## src/rtl/mdu_issue_sched_if.sv

```systemverilog
// Dispatch <-> MDU issue scheduler bundle: enqueue side, issue side and status.
// master = dispatch/test driver, slave = mdu_issue_sched.
interface mdu_issue_sched_if #(
  parameter int DEPTH = 4,
  parameter int ID_W  = 6,
  parameter int PRF_W = 6
);
  localparam int CNT_W = $clog2(DEPTH) + 1;

  logic             flush;
  logic             enq_valid;
  logic             enq_ready;
  logic             enq_is_div;
  logic             enq_signed;
  logic [ID_W-1:0]  enq_id;
  logic [PRF_W-1:0] enq_hi_prf;
  logic [PRF_W-1:0] enq_lo_prf;
  logic             iss_valid;
  logic             iss_is_div;
  logic             iss_signed;
  logic [ID_W-1:0]  iss_id;
  logic [PRF_W-1:0] iss_hi_prf;
  logic [PRF_W-1:0] iss_lo_prf;
  logic             wb_slot_busy;
  logic [CNT_W-1:0] count;
  logic             idle;

  modport master (
    output flush, enq_valid, enq_is_div, enq_signed, enq_id, enq_hi_prf, enq_lo_prf,
    input  enq_ready, iss_valid, iss_is_div, iss_signed, iss_id, iss_hi_prf, iss_lo_prf,
    input  wb_slot_busy, count, idle
  );

  modport slave (
    input  flush, enq_valid, enq_is_div, enq_signed, enq_id, enq_hi_prf, enq_lo_prf,
    output enq_ready, iss_valid, iss_is_div, iss_signed, iss_id, iss_hi_prf, iss_lo_prf,
    output wb_slot_busy, count, idle
  );
endinterface

```

## src/rtl/mdu_issue_sched.sv

```systemverilog
// In-order MDU issue scheduler: FIFO of ops, issues the head only when its Hi/Lo writeback slots are free.
// Enq-to-issue >= 1 cycle; MDU_ISSUE_BYPASS_EN enables 0-cycle issue from an empty FIFO. enq_ready = not full.
module mdu_issue_sched #(
  parameter int DEPTH   = 4,
  parameter int MUL_LAT = 3,
  parameter int DIV_LAT = 20,
  parameter int ID_W    = 6,
  parameter int PRF_W   = 6
) (
  input  logic           clk,
  input  logic           rst,
  mdu_issue_sched_if.slave bus
);
  localparam int PTR_W  = $clog2(DEPTH);
  localparam int CNT_W  = PTR_W + 1;
  localparam int RESV_W = DIV_LAT + 2;

  typedef struct packed {
    logic             is_div;
    logic             sgn;
    logic [ID_W-1:0]  id;
    logic [PRF_W-1:0] hi_prf;
    logic [PRF_W-1:0] lo_prf;
  } op_t;

  op_t              mem_q [DEPTH];
  op_t              mem_d [DEPTH];
  logic [PTR_W-1:0] wr_ptr_q, wr_ptr_d;
  logic [PTR_W-1:0] rd_ptr_q, rd_ptr_d;
  logic [CNT_W-1:0] count_q, count_d;
  logic [RESV_W-1:0] resv_q, resv_d;

  op_t  enq_op, head_op, iss_op, iss_out;
  logic head_vld, head_conf, head_iss, byp_iss, iss, enq_rdy, enq_acc;

  assign enq_op   = '{is_div: bus.enq_is_div, sgn: bus.enq_signed, id: bus.enq_id,
                      hi_prf: bus.enq_hi_prf, lo_prf: bus.enq_lo_prf};
  assign head_op  = mem_q[rd_ptr_q];
  assign head_vld = (count_q != '0);
  assign enq_rdy  = (count_q < CNT_W'(DEPTH));

  // An op needs both its Hi slot (L) and Lo slot (L+1) free.
  assign head_conf = head_op.is_div ? (resv_q[DIV_LAT] | resv_q[DIV_LAT+1])
                                    : (resv_q[MUL_LAT] | resv_q[MUL_LAT+1]);
  assign head_iss  = head_vld & !head_conf & !bus.flush;

`ifdef MDU_ISSUE_BYPASS_EN
  logic enq_conf;
  assign enq_conf = bus.enq_is_div ? (resv_q[DIV_LAT] | resv_q[DIV_LAT+1])
                                   : (resv_q[MUL_LAT] | resv_q[MUL_LAT+1]);
  assign byp_iss  = !head_vld & bus.enq_valid & !bus.flush & !enq_conf;
`else
  assign byp_iss  = 1'b0;
`endif

  assign iss     = head_iss | byp_iss;
  assign iss_op  = byp_iss ? enq_op : head_op;
  assign iss_out = iss ? iss_op : '0;
  assign enq_acc = bus.enq_valid & enq_rdy & !bus.flush & !byp_iss;

  always_comb begin
    mem_d = mem_q;
    if (enq_acc) mem_d[wr_ptr_q] = enq_op;

    wr_ptr_d = wr_ptr_q + PTR_W'(enq_acc);
    rd_ptr_d = bus.flush ? wr_ptr_q : (rd_ptr_q + PTR_W'(head_iss));
    count_d  = bus.flush ? '0 : (count_q + CNT_W'(enq_acc) - CNT_W'(head_iss));

    // Reservations shift toward slot 0; an issue claims L and L+1, seen one cycle later as L-1 and L.
    resv_d = {1'b0, resv_q[RESV_W-1:1]};
    if (iss) begin
      if (iss_op.is_div) begin
        resv_d[DIV_LAT-1] = 1'b1;
        resv_d[DIV_LAT]   = 1'b1;
      end else begin
        resv_d[MUL_LAT-1] = 1'b1;
        resv_d[MUL_LAT]   = 1'b1;
      end
    end
  end

  always_ff @(posedge clk) begin
    if (rst) begin
      wr_ptr_q <= '0;
      rd_ptr_q <= '0;
      count_q  <= '0;
      resv_q   <= '0;
    end else begin
      wr_ptr_q <= wr_ptr_d;
      rd_ptr_q <= rd_ptr_d;
      count_q  <= count_d;
      resv_q   <= resv_d;
    end
  end

  always_ff @(posedge clk) begin
    mem_q <= mem_d;
  end

  assign bus.enq_ready    = enq_rdy;
  assign bus.iss_valid    = iss;
  assign bus.iss_is_div   = iss_out.is_div;
  assign bus.iss_signed   = iss_out.sgn;
  assign bus.iss_id       = iss_out.id;
  assign bus.iss_hi_prf   = iss_out.hi_prf;
  assign bus.iss_lo_prf   = iss_out.lo_prf;
  assign bus.wb_slot_busy = resv_q[0];
  assign bus.count        = count_q;
  assign bus.idle         = (count_q == '0) & (resv_q == '0);
endmodule

```

## src/flat_wrapper.sv

```systemverilog
// flat-port wrapper written by rule: the top's interface ports become plain ports
module mdu_issue_sched_flat 
#(
  parameter int DEPTH   = 4,
  parameter int MUL_LAT = 3,
  parameter int DIV_LAT = 20,
  parameter int ID_W    = 6,
  parameter int PRF_W   = 6
)
  (clk, rst, bus_flush, bus_enq_valid, bus_enq_is_div, bus_enq_signed, bus_enq_id, bus_enq_hi_prf, bus_enq_lo_prf, bus_enq_ready, bus_iss_valid, bus_iss_is_div, bus_iss_signed, bus_iss_id, bus_iss_hi_prf, bus_iss_lo_prf, bus_wb_slot_busy, bus_count, bus_idle);
  mdu_issue_sched_if #(.DEPTH(DEPTH), .ID_W(ID_W), .PRF_W(PRF_W)) bus_i ();
  input  logic clk;
  input  logic rst;
  input wire logic [$bits(bus_i.flush)-1:0] bus_flush;
  input wire logic [$bits(bus_i.enq_valid)-1:0] bus_enq_valid;
  input wire logic [$bits(bus_i.enq_is_div)-1:0] bus_enq_is_div;
  input wire logic [$bits(bus_i.enq_signed)-1:0] bus_enq_signed;
  input wire logic [$bits(bus_i.enq_id)-1:0] bus_enq_id;
  input wire logic [$bits(bus_i.enq_hi_prf)-1:0] bus_enq_hi_prf;
  input wire logic [$bits(bus_i.enq_lo_prf)-1:0] bus_enq_lo_prf;
  output wire logic [$bits(bus_i.enq_ready)-1:0] bus_enq_ready;
  output wire logic [$bits(bus_i.iss_valid)-1:0] bus_iss_valid;
  output wire logic [$bits(bus_i.iss_is_div)-1:0] bus_iss_is_div;
  output wire logic [$bits(bus_i.iss_signed)-1:0] bus_iss_signed;
  output wire logic [$bits(bus_i.iss_id)-1:0] bus_iss_id;
  output wire logic [$bits(bus_i.iss_hi_prf)-1:0] bus_iss_hi_prf;
  output wire logic [$bits(bus_i.iss_lo_prf)-1:0] bus_iss_lo_prf;
  output wire logic [$bits(bus_i.wb_slot_busy)-1:0] bus_wb_slot_busy;
  output wire logic [$bits(bus_i.count)-1:0] bus_count;
  output wire logic [$bits(bus_i.idle)-1:0] bus_idle;
  assign bus_i.flush = bus_flush;
  assign bus_i.enq_valid = bus_enq_valid;
  assign bus_i.enq_is_div = bus_enq_is_div;
  assign bus_i.enq_signed = bus_enq_signed;
  assign bus_i.enq_id = bus_enq_id;
  assign bus_i.enq_hi_prf = bus_enq_hi_prf;
  assign bus_i.enq_lo_prf = bus_enq_lo_prf;
  assign bus_enq_ready = bus_i.enq_ready;
  assign bus_iss_valid = bus_i.iss_valid;
  assign bus_iss_is_div = bus_i.iss_is_div;
  assign bus_iss_signed = bus_i.iss_signed;
  assign bus_iss_id = bus_i.iss_id;
  assign bus_iss_hi_prf = bus_i.iss_hi_prf;
  assign bus_iss_lo_prf = bus_i.iss_lo_prf;
  assign bus_wb_slot_busy = bus_i.wb_slot_busy;
  assign bus_count = bus_i.count;
  assign bus_idle = bus_i.idle;
  mdu_issue_sched #(.DEPTH(DEPTH), .MUL_LAT(MUL_LAT), .DIV_LAT(DIV_LAT), .ID_W(ID_W), .PRF_W(PRF_W)) u_core (.clk(clk), .rst(rst), .bus(bus_i));
endmodule
```

## config.mk

```make
export PLATFORM = sky130hd
export DESIGN_NAME = mdu_issue_sched_flat
export DESIGN_NICKNAME = d
export VERILOG_FILES = /design/src/rtl/mdu_issue_sched_if.sv /design/src/rtl/mdu_issue_sched.sv /design/src/flat_wrapper.sv
export SDC_FILE = /design/constraint.sdc
export NUM_CORES = 1
export LEC_CHECK = 0
export CORE_MARGIN = 2
export CORE_UTILIZATION = 37
export DETAILED_ROUTE_END_ITERATION = 12
export GPL_TIMING_DRIVEN = 0
export PLACE_DENSITY = 0.63
export SYNTH_ARGS = -nofsm -noshare
export SYNTH_HDL_FRONTEND = slang
export SYNTH_SLANG_ARGS = --single-unit
```

## constraint.sdc

```tcl
create_clock -name clk -period 3.5 [get_ports clk]
set_clock_uncertainty 0.2 [all_clocks]
set_input_delay 0.525 -clock clk [delete_from_list [all_inputs] [get_ports clk]]
set_output_delay 0.525 -clock clk [all_outputs]
set_load 0.01 [all_outputs]
```

== Yosys cells after proc, flatten, opt, wreduce, memory -nomap -nowiden ==
Cells that the tools add are included.
Storage, ports and cells
  bits in registers: 109
  input port bits: 24
  output and inout bits: 27
  word-level logic and storage cells: 62
Cells by class
  $add $sub $neg: 4
  magnitude comparators: 4
  muxes and demuxes: 13
  bitwise logic cells: 9
  reductions and logical operators: 7
Operator list (count)
  $bwmux W80: 1
  $mux W20: 4
  $bmux W20 S2: 1
  $demux W20 S2: 1
  $logic_not A22 Y1: 1
  $mux W2: 5
  $ge A3 B3 Y1 const B: 2
  $not A2 Y3: 2
  $and A1 B1 Y1: 5
  $add A2 B1 Y2: 2
  $add A3 B1 Y3: 1
  $logic_not A3 Y1: 1
  $lt A3 B1 Y1 const B: 1
  $lt A3 B3 Y1 const B: 1
  $reduce_bool A3 Y1: 1
  $sub A3 B1 Y3: 1
  $logic_not A1 Y1: 2
  $or A1 B1 Y1: 2
  $reduce_or A2 Y1: 1
  $logic_and A1 B1 Y1: 1
  $mux W1: 1

== Longest topological paths before layout ==
  word-level depth: 10
  mapped depth: 11
  depth with buffers taken out: 9

== Worst setup path before layout ==
No wires, ideal clock.
  path kind: input port to flip-flop
  start: input port bus_flush
  end: register u_core.mem_q[60] (netlist bit) (enable)
  library setup time: 0.427 ns
  arrival: 2.709 ns
  path slack: 0.165 ns
  stages on the path: 3
  path buffers: 1
  cell sequence: clkbuf_1 -> nor3b_1 -> nor3b_1
On the way
  longest elaborated chain between the ends: 2
Ends and longest elaborated chain
  start: declaration: RTL line flat_wrapper.sv:14  | input wire logic [$bits(bus_i.flush)-1:0] bus_flush;
  $logic_not A1 Y1: RTL line mdu_issue_sched.sv:59  | assign enq_acc = bus.enq_valid & enq_rdy & !bus.flush & !byp_iss;
  $and A1 B1 Y1: RTL line mdu_issue_sched.sv:59
  end signal: assignment: RTL line mdu_issue_sched.sv:97  | mem_q <= mem_d;
  end: declaration: RTL line mdu_issue_sched.sv:26  | op_t mem_q [DEPTH];
No other way between the ends.
A chain may end at the register's enable or synchronous reset.

== Worst setup path in the final report ==
  start: register u_core.rd_ptr_q[0]
  end: output port bus_iss_id[5]
On the way
  longest elaborated chain between the ends: 9
Ends and longest elaborated chain
  start: declaration: RTL line mdu_issue_sched.sv:29  | logic [PTR_W-1:0] rd_ptr_q, rd_ptr_d;
  start signal: assignment: RTL line mdu_issue_sched.sv:90  | rd_ptr_q <= rd_ptr_d;
  $not A2 Y3 (not written as such) (*): RTL line mdu_issue_sched.sv:38  | assign head_op = mem_q[rd_ptr_q];
  $bmux W20 S2 (*): RTL line mdu_issue_sched.sv:38
  $mux W20 (not written as such) (*) (2 in series): RTL line mdu_issue_sched.sv:38
  $mux W1: RTL line mdu_issue_sched.sv:43  | assign head_conf = head_op.is_div ? (resv_q[DIV_LAT] | resv_q[DIV_LAT+1])
  $logic_not A1 Y1: RTL line mdu_issue_sched.sv:45  | assign head_iss = head_vld & !head_conf & !bus.flush;
  $and A1 B1 Y1 (2 in series): RTL line mdu_issue_sched.sv:45
  $mux W20 (*): RTL line mdu_issue_sched.sv:58  | assign iss_out = iss ? iss_op : '0;
  end: declaration: RTL line flat_wrapper.sv:25  | output wire logic [$bits(bus_i.iss_id)-1:0] bus_iss_id;
Mark *: on every way between the ends. The rest lies on a longest branch, timed or not. The select of a mux whose other input is x is not followed.

==> flow_metrics.env <==
export IMPL_power_frac_comb_pct=11.2
export IMPL_syn_area_um2=4120
export IMPL_clock_path_buffers=2
export IMPL_syn_area_per_cell_um2=17.31
export IMPL_cts_tree="built"
export IMPL_r2r_slack_ns=0.58
export IMPL_final_cells=445
export IMPL_yosysSeqAreaShare_pct=71.91
export IMPL_synth_edf_count=80
export IMPL_overflow=0
export IMPL_drt_iter0_drc=94
export IMPL_sw_frac_of_total_pct=23.42
export IMPL_synth_ff_type="edfxtp_1"
export IMPL_ant_nets=0
export IMPL_powerDensity_nw_per_um2=472.1
export IMPL_worstHoldPathType="flop to flop"
export IMPL_drive_gt1_share_pct=15.08
export IMPL_critPathKind="flop to output port"
export IMPL_fin_ws_ns=0.1967
export IMPL_rr_worst_depth=10
export IMPL_die_area_um2=12000
export IMPL_drcViolationCount=0
export IMPL_synth_cells=238
export IMPL_critPathLaunch="u_core.rd_ptr_q[0]"
export IMPL_cp_required_ns=2.77
export IMPL_clk_pin_slew_ns=0.09
export IMPL_start_util_pct=38.01
export IMPL_vdd_drop_max_v=0.0001937
export IMPL_layout_nets=327
export IMPL_endpoint="bus_iss_id[5]"
export IMPL_vias_per_cell=5.016
export IMPL_pwr_share_clk_pct=28.6
export IMPL_fin_area_um2=5002
export IMPL_gr_usage_all_layers_pct=13.29
export IMPL_io_pins=51
export IMPL_dr_total_vias=2232
export IMPL_slew_violations=0
export IMPL_dp_hpwl_um=4804
export IMPL_final_fill_count=943
export IMPL_post_cts_buffers=0
export IMPL_gp_congestion=0.8103
export IMPL_grt_pass1_vias=2238
export IMPL_end_kind="output port"
export IMPL_wirelength_um=7549
export IMPL_cts_sinks=108
export IMPL_finalSetupViolCount=0
export IMPL_rr_startpoint="u_core.rd_ptr_q[0]"
export IMPL_numCtsBuffers=9
export IMPL_grt_first_pass_wirelength_um=11630
export IMPL_hold_violations=0
export IMPL_cts_hold_buf=0
export IMPL_multi_input_area_um2=1061
export IMPL_max_freq_mhz=302.7
export IMPL_worstPathMaxFanout=10
export IMPL_routedWlPerCell_um=16.96
export IMPL_yosys_warnings=0
export IMPL_die_h_um=109.5
export IMPL_antenna_found_initial=0
export IMPL_p_int_mw=1.809
export IMPL_start_kind="flop"
export IMPL_drv_cap=0
export IMPL_ys_types=36
export IMPL_firstDrtPassIters=4
export IMPL_power_mw=2.362
export IMPL_htreeDepth=3
export IMPL_period_needed_ns=3.303
export IMPL_num_rows=38
export IMPL_grt_max_degree=21
export IMPL_port_buffers=48
export IMPL_insertion_delay_ns=0.36
export IMPL_arrival_ns=2.58
export IMPL_status="completed"
export IMPL_cts_resized=0
export IMPL_worst_slew_pin_slew_ns=1.143
export IMPL_leakage_nw=1.719
export IMPL_p_seq_share_pct=60.2
export IMPL_synth_async_sr_flop_share_pct=0
export IMPL_min_period_over_period_pct=94.38
export IMPL_r2r_end="u_core.bus.count[2]"
export IMPL_ys_ff_latch=108
export IMPL_cts_root_buf="clkbuf_8"
export IMPL_area_delta_synth_final_pct=21.41
export IMPL_seqCellArea_um2=2963
export IMPL_rsz0062_at_grt="no"
export IMPL_place_inst=429
export IMPL_dpl_cell_area_um2=4833
export IMPL_relSlewSlack_pct=23.78
export IMPL_n_antenna_cell=0
export IMPL_die_w_um=109.5
export IMPL_synth_fp_nets=265
export IMPL_pre_cts_ws_ns=0.2729
export IMPL_core_area_um2=10840
export IMPL_p_switching_mw=0.5531
routing by layer:
metal | global-route usage, % | vias up | wire length [um] | part of all wire (%)
met5 | 0 | - | 0 | 0
met4 | 5.244 | 0 | 104 | 1.4
met3 | 3.260 | 6 | 423 | 5.6
met2 | 21.96 | 66 | 3760 | 50
met1 | 16.88 | 1129 | 3261 | 43
li1 | - | 1031 | - | -
stage by stage:
step / TNS [ns] / hold WS [ns] / util [%]
2_1_floorplan: 0 / 0.2287 / -
3_3_place_gp: -36.80 / 0.2448 / 44.06
3_5_place_dp: 0 / 0.2450 / 44.59
4_1_cts: 0 / 0.2631 / 46.15
5_1_grt: 0 / 0.2720 / 46.15
6_report: 0 / 0.2612 / 46.15
cell usage after synthesis, drive strengths merged, types with 5 or more instances:
master,count,area (um^2)
nor2b,19,118.9
mux4,20,450.4
edfxtp,80,2402
nor3,5,25.02
nor2,6,22.52
nor4,5,31.28
buf,6,37.53
and3,21,131.4
clkbuf,5,18.77
inv,8,30.03
dfxtp,28,560.5
cell type report:
cell class	instances	share of cell area [%]
Multi-Input combinational cell	109	21.21
Timing Repair Buffer	51	10.61
Clock inverter	6	0.8254
Buffer	13	1.476
Clock buffer	10	2.551
Inverter	8	0.6003
Sequential cell	108	59.23
Tap cell	140	3.502
sequential cells by signal, indices dropped and copies added (netlist names):
signal            flops
u_core.mem_q         80
u_core.resv_q        21
u_core.bus.count      3
u_core.rd_ptr_q       2
u_core.wr_ptr_q       2
worst max-delay path, cell delays in order (launching register included):
cell and delay (ns):
dfxtp_1 0.40, mux4_2 0.58, mux2i_1 0.21, buf_2 0.28, and3_1 0.21, clkdlybuf4s50_1 0.54
power groups by stage:
stage	clock network [mW]	logic, mW	registers (mW)
6_report	0.675	0.266	1.42
5_1_grt	0.738	0.290	1.42
4_1_cts	0.686	0.271	1.42
3_5_place_dp	0	0.269	1.45
3_3_place_gp	0	0.259	1.45
2_1_floorplan	0	0.144	1.45
cell usage in the layout, fill, tap and decap left out, types with 2 or more instances in the layout:
| cell | count |
|---|---|
| nand2_1 | 3 |
| clkinv_4 | 3 |
| dfxtp_1 | 28 |
| mux2i_1 | 4 |
| buf_6 | 3 |
| nor3b_1 | 3 |
| or2_1 | 2 |
| nor2_1 | 5 |
| xnor2_1 | 4 |
| clkbuf_1 | 6 |
| and3_1 | 21 |
| mux4_2 | 20 |
| inv_1 | 7 |
| nor4_1 | 5 |
| clkinv_1 | 2 |
| clkbuf_8 | 9 |
| nor3_1 | 5 |
| clkdlybuf4s50_1 | 48 |
| buf_2 | 3 |
| dlygate4sd1_1 | 2 |
| nor2b_1 | 19 |
| ha_1 | 2 |
| edfxtp_1 | 80 |
cells by family (layout without fill, tap and decap cells):
kind of cell,after synthesis,after routing,synth area share [%]
muxes,25,25,12.27
and+or+nand+nor,70,70,10.05
adders and majority gates,3,3,1.093
AOI/OAI and AO/OA,7,7,1.306
DFF,108,108,71.91
buffers and inverters,21,88,2.521
xor gates and xnor gates,4,4,0.8502
worst min-delay path by stage:
stage	from	end	slack (ns)	depth (start not counted)
floorplan	u_core.resv_q[10]	u_core.resv_q[9]	0.23	1
global placement	u_core.resv_q[10]	u_core.resv_q[9]	0.24	1
global route	u_core.resv_q[10]	u_core.resv_q[9]	0.27	1
detailed placement	u_core.resv_q[10]	u_core.resv_q[9]	0.25	1
CTS	u_core.resv_q[10]	u_core.resv_q[9]	0.26	1
finish	u_core.resv_q[10]	u_core.resv_q[9]	0.26	1
Power figures use the tool's default switching activity.
